`src/rtl/apb_slave_regbank.sv`:
```
// APB responder that terminates one psel line as a small register bank with wait states.
// Define APB_SLAVE_REGBANK_ERR_EN to report bad accesses on pslverr (default: pslverr tied 0).
module apb_slave_regbank #(
    parameter int                      PADDR_WIDTH  = 32,
    parameter int                      PWDATA_WIDTH = 32,
    parameter int                      PRDATA_WIDTH = 32,
    parameter int                      NUM_REGS     = 16,
    parameter int                      SLAVE_INDEX  = 0,
    parameter int                      WAIT_STATES  = 1,
    parameter logic [PRDATA_WIDTH-1:0] ID_VALUE     = 32'h0A9B_0001
) (
    input  logic                    pclock,
    input  logic                    preset,
    input  logic [PADDR_WIDTH-1:0]  paddr,
    input  logic                    prwd,
    input  logic [PWDATA_WIDTH-1:0] pwdata,
    input  logic                    penable,
    input  logic [15:0]             psel,
    output logic [PRDATA_WIDTH-1:0] prdata,
    output logic                    pready,
    output logic                    pslverr
);
    localparam int IDX_W = $clog2(NUM_REGS);
    localparam int CPY_W = (PWDATA_WIDTH < PRDATA_WIDTH) ? PWDATA_WIDTH : PRDATA_WIDTH;

    typedef enum logic [1:0] {S_IDLE, S_WAIT, S_READY} state_t;

    state_t                                r_state;
    logic [3:0]                            r_cnt;
    logic [PADDR_WIDTH-1:0]                r_addr;
    logic                                  r_wr;
    logic [PRDATA_WIDTH-1:0]               r_wdata;
    logic [NUM_REGS-1:0][PRDATA_WIDTH-1:0] r_regs;
    logic                                  r_pready;
    logic                                  r_pslverr;
    logic [PRDATA_WIDTH-1:0]               r_prdata;

    logic                    w_sel;
    logic                    w_access;
    logic                    w_unused_psel;
    logic [PADDR_WIDTH-1:0]  w_dec_addr;
    logic                    w_dec_wr;
    logic [IDX_W-1:0]        w_idx;
    logic                    w_err;
    logic                    w_err_rpt;
    logic [PRDATA_WIDTH-1:0] w_rdata;
    logic [PRDATA_WIDTH-1:0] w_wdata_fit;

    assign w_sel         = psel[SLAVE_INDEX];
    assign w_unused_psel = &{1'b0, psel};
    assign w_access      = w_sel & penable;

    // With zero wait states the response is built from the live bus in the same edge that captures it.
    assign w_dec_addr = (r_state == S_IDLE) ? paddr : r_addr;
    assign w_dec_wr   = (r_state == S_IDLE) ? prwd  : r_wr;
    assign w_idx      = w_dec_addr[2 +: IDX_W];
    assign w_err      = (w_dec_addr[1:0] != 2'b00)
                     || ((w_dec_addr >> (IDX_W + 2)) != '0)
                     || (w_dec_wr && (w_idx == '0));

`ifdef APB_SLAVE_REGBANK_ERR_EN
    assign w_err_rpt = w_err;
`else
    assign w_err_rpt = 1'b0;
`endif

    always_comb begin
        w_rdata = '0;
        if (!w_err && !w_dec_wr)
            w_rdata = (w_idx == '0) ? ID_VALUE : r_regs[w_idx];
    end

    always_comb begin
        w_wdata_fit              = '0;
        w_wdata_fit[CPY_W-1:0]   = pwdata[CPY_W-1:0];
    end

    always_ff @(posedge pclock) begin
        if (preset) begin
            r_state   <= S_IDLE;
            r_cnt     <= '0;
            r_addr    <= '0;
            r_wr      <= 1'b0;
            r_wdata   <= '0;
            r_regs    <= '0;
            r_pready  <= 1'b0;
            r_prdata  <= '0;
            r_pslverr <= 1'b0;
        end else begin
            r_pready  <= 1'b0;
            r_prdata  <= '0;
            r_pslverr <= 1'b0;
            case (r_state)
                S_IDLE: begin
                    if (w_sel && !penable) begin
                        r_addr  <= paddr;
                        r_wr    <= prwd;
                        r_wdata <= w_wdata_fit;
                        r_cnt   <= 4'(WAIT_STATES);
                        if (WAIT_STATES == 0) begin
                            r_state   <= S_READY;
                            r_pready  <= 1'b1;
                            r_prdata  <= w_rdata;
                            r_pslverr <= w_err_rpt;
                        end else begin
                            r_state <= S_WAIT;
                        end
                    end
                end
                S_WAIT: begin
                    if (!w_access) begin
                        r_state <= S_IDLE;
                    end else if (r_cnt == 4'd1) begin
                        r_state   <= S_READY;
                        r_pready  <= 1'b1;
                        r_prdata  <= w_rdata;
                        r_pslverr <= w_err_rpt;
                    end else begin
                        r_cnt <= r_cnt - 4'd1;
                    end
                end
                S_READY: begin
                    r_state <= S_IDLE;
                    if (w_access && r_wr && !w_err)
                        r_regs[w_idx] <= r_wdata;
                end
                default: r_state <= S_IDLE;
            endcase
        end
    end

    assign pready  = r_pready;
    assign prdata  = r_prdata;
    assign pslverr = r_pslverr;
endmodule

```
`config.mk`:
```
export PLATFORM = sky130hd
export DESIGN_NAME = apb_slave_regbank
export DESIGN_NICKNAME = d
export VERILOG_FILES = /design/src/rtl/apb_slave_regbank.sv
export SDC_FILE = /design/constraint.sdc
export NUM_CORES = 1
export LEC_CHECK = 0
export ABC_AREA = 1
export CORE_ASPECT_RATIO = 1.25
export CORE_MARGIN = 8
export CORE_UTILIZATION = 50
export DETAILED_ROUTE_END_ITERATION = 16
export HOLD_SLACK_MARGIN = 0.05
export MAX_ROUTING_LAYER = met4
export PLACE_DENSITY = 0.72
export SLEW_MARGIN = 20
export SYNTH_ARGS = -nofsm -noshare
export SYNTH_HDL_FRONTEND = slang
export SYNTH_SLANG_ARGS = --single-unit
```
`constraint.sdc`:
```
create_clock -name pclock -period 2.8 [get_ports pclock]
set_clock_uncertainty 0.1 [all_clocks]
set_input_delay 0.28 -clock pclock [delete_from_list [all_inputs] [get_ports pclock]]
set_output_delay 0.28 -clock pclock [all_outputs]
set_load 0.05 [all_outputs]
```
==> reports/qor.yml <==
outcome:
  outcome: "finished, final reports clean"
logic_synthesis:
  yosys_warnings: 0
  synth-main-ff-cell: "dfxtp_1"
  syn-mean-instance-area_sq_um: 6.44
  synth_edf_count: 0
  yosysUniqueCellTypes: 28
  synth_top_area_share: 0.426
  ys_ff_latch: 612
  syn_inst: 4469
  yosysMostFrequentCell: "nand2_1"
  synthesis.nets: 4555
  synth.largest_area_cell: "dfxtp_1"
  netlist_area_sq_mm: 0.0288
  synthArstFlopShare: 0
  ys_seq_area_frac: 0.426
  synthTopCellsByCount: "1453 x nand2_1, 671 x nor2_1, 621 x nand3_1"
  ys_top_cells_by_area: "dfxtp_1 43%, nand2_1 19%, nand3_1 11%, a21oi_1 9.0%, nor2_1 8.8%"
global_route:
  grt_max_degree: 101
  grt_usage: 0.260
  grt_antenna_before_repair: 1
  grt_pass1_wl_microns: 137000
  grt_pass1_vias: 25300
  overflow: 0
detailed_routing:
  vias: 28200
  drt_pass1_iterations: 5
  drc: 0
  routed_wl_microns: 85900
  wl_per_cell_microns: 16.6
  via_per_inst: 5.46
  antenna_left: 0
  drt_iter0_drc: 2889
floorplanning:
  initial_utilization: 0.505
  dieArea_sq_mm: 0.0655
  ioPinCount: 118
  rows: 98
  coreArea_sq_mm: 0.0570
  fp.dieH_microns: 284
  dieWidth_microns: 231
min_path:
  hold_path_depth: 3
  hold_path.class: "in2reg"
  hold_start: "paddr[9]"
  hold_end: "r_addr[9]$_SDFFE_PP0P_"
sta:
  rsz0062_at_grt: "no"
  timing.final.ws_setup_ps: 242
  tightestPinTransition_ps: 723
  slew-limit-headroom: 0.517
  fmax_mhz: 391
  drv_slew: 0
  period_share: 0.914
  setup_viol: 0
  layout_min_cycle_time_ps: 2560
  hold-worst-slack_ps: 160
  setup_tns_ps: 0
  hold_violations: 0
setup_path:
  crit_top_cell: "buf_4"
  r2r_cells: 9
  cp_slowest_cell: "buf_4"
  cp.arrival_ps: 2940
  worstPathRequired_ps: 3180
  r2r_end: "prdata[31]$_SDFF_PP0_"
  r2r_setup_slack_ps: 240
  path_cells: "nor2_2, buf_4, o21ai_2, nor2_4, buf_12, inv_2, o211ai_1, buf_4, nor2_1"
  rr_startpoint: "r_state[1]$_SDFFE_PP0P_"
  worst-path-buf-inv: 4
  end_kind: "register"
  cp_slowest_stage_delay_ps: 400
  start_kind: "register"
  cp_max_fo: 33
  crit_type: "reg2reg"
  crit_family: "buffers and inverters"
power_and_ir_drop:
  p_comb_frac: 0.093
  switching_share: 0.257
  pwr-share-seq: 0.473
  powerDensity_mw_per_mm2: 568
  p_int_mw: 13.8
  vdd_drop_max_mv: 0.477
  p_clk_frac: 0.435
  p_leak_nw: 13.4
  finalPower_mw: 18.6
  netSwitchingPower_mw: 4.78
clock_network:
  clk_pin_slew_ps: 60
  cts_root_buffer: "clkbuf_16"
  cts_buffers: 60
  numClockSinks: 612
  htree_levels: 2
  cts_setup_buffers: 0
  clock_latency_ps: 630
  tritoncts: "yes"
  clockBufferDepth: 3
layout:
  fillers: 5571
  drive_above_1_share: 0.0597
  instances_no_fill: 5172
  fin_util: 0.574
  nets: 4464
  antenna_cells: 0
  area_delta_synth_final_pct: 13.8
  stdcell_area_sq_mm: 0.0328
placement:
  io_buffers: 101
  place_inst: 5065
  place_hpwl_microns: 46900
  place.gp.congestion: 0.801
  place_area_sq_mm: 0.0308
  dp_slack_ps: 104
flow_run:
  maxCapViolCount: 0
[state kept, by name (all words and copies together) (netlist names)]
| signal | flops |
|---|---|
| r_state | 2 |
| r_regs | 508 |
| r_wdata | 32 |
| r_addr | 32 |
| r_cnt | 4 |
| r_wr | 1 |
| prdata | 32 |
| pready | 1 |
[cells by family after synthesis]
kind of cell    share of synthesized area
simple gates                        0.395
flops                               0.426
compound gates                      0.103
buf+inv                            0.0749
fa+ha+maj                        0.000870
xor+xnor                         0.000304
other cells                      0.000130
[per-layer routing]
layer  track usage  wire length [microns]  up-vias
met4        0.0721                   2240        0
li1              -                      -    14100
met1         0.337                  37500    13000
met3        0.0319                   6300      146
met5             -                      0        -
met2         0.424                  39900      995
[final cells by class]
| type | count | area (sq um) | share of cell area |
|---|---|---|---|
| Inverter | 88 | 339 | 0.0104 |
| Sequential cell | 612 | 12300 | 0.374 |
| Multi-Input combinational cell | 3380 | 14500 | 0.442 |
| Clock inverter | 17 | 168 | 0.00512 |
| Timing Repair Buffer | 236 | 2810 | 0.0858 |
| Tap cell | 750 | 938 | 0.0287 |
| Clock buffer | 89 | 1770 | 0.0541 |
[repair_timing]
action | 4_1_cts | 5_1_grt
resized for setup | 0 | 0
endpoints found under the hold margin | 1 | 0
hold buffers | 1 | 0
[power groups by stage]
stage                     Sequential, mW  Combinational, mW  Clock (mW)
after floorplan                     8.99              0.956           0
after global placement              8.99               1.69           0
after detailed placement            8.99               1.70           0
after CTS                           8.80               1.70        8.20
after global routing                8.80               1.84        8.54
final                               8.80               1.73        8.09
[placed cells by master, fill, tap and decap left out, types with 2 or more instances in the layout]
cell / n
dfxtp_1: 612
clkbuf_1: 14
bufinv_16: 3
and2_0: 2
buf_12: 63
clkbuf_16: 61
o21ai_2: 2
inv_1: 81
clkdlybuf4s50_1: 100
a21oi_1: 516
ha_1: 2
nor2_1: 671
nand3_1: 621
nand2_2: 2
inv_2: 5
clkbuf_8: 14
o21ai_0: 69
nor2_2: 2
nand2_1: 1452
buf_4: 71
nand4_1: 7
clkinv_2: 13
nand2_8: 2
nor2_4: 19
nor3_1: 3
and2_1: 2
[worst min-delay path, cell delays in order]
cell and delay [ps]:
clkdlybuf4s50_1 420, nor2_1 100, nor2_1 50
[how the worst max path moves through the flow]
stage	startpoint	to	slack (ps)	cells past startpoint
global route	r_state[1]$_SDFFE_PP0P_	prdata[21]$_SDFF_PP0_	100	9
detailed placement	paddr[27]	r_regs[93]$_SDFFE_PP0P_	100	14
finish	r_state[1]$_SDFFE_PP0P_	prdata[31]$_SDFF_PP0_	240	9
CTS	r_state[1]$_SDFFE_PP0P_	prdata[29]$_SDFF_PP0_	220	9
global placement	paddr[29]	r_regs[124]$_SDFFE_PP0P_	150	14
floorplan	r_state[1]$_SDFFE_PP0P_	r_regs[495]$_SDFFE_PP0P_	880	13
Power figures use the tool's default switching activity.
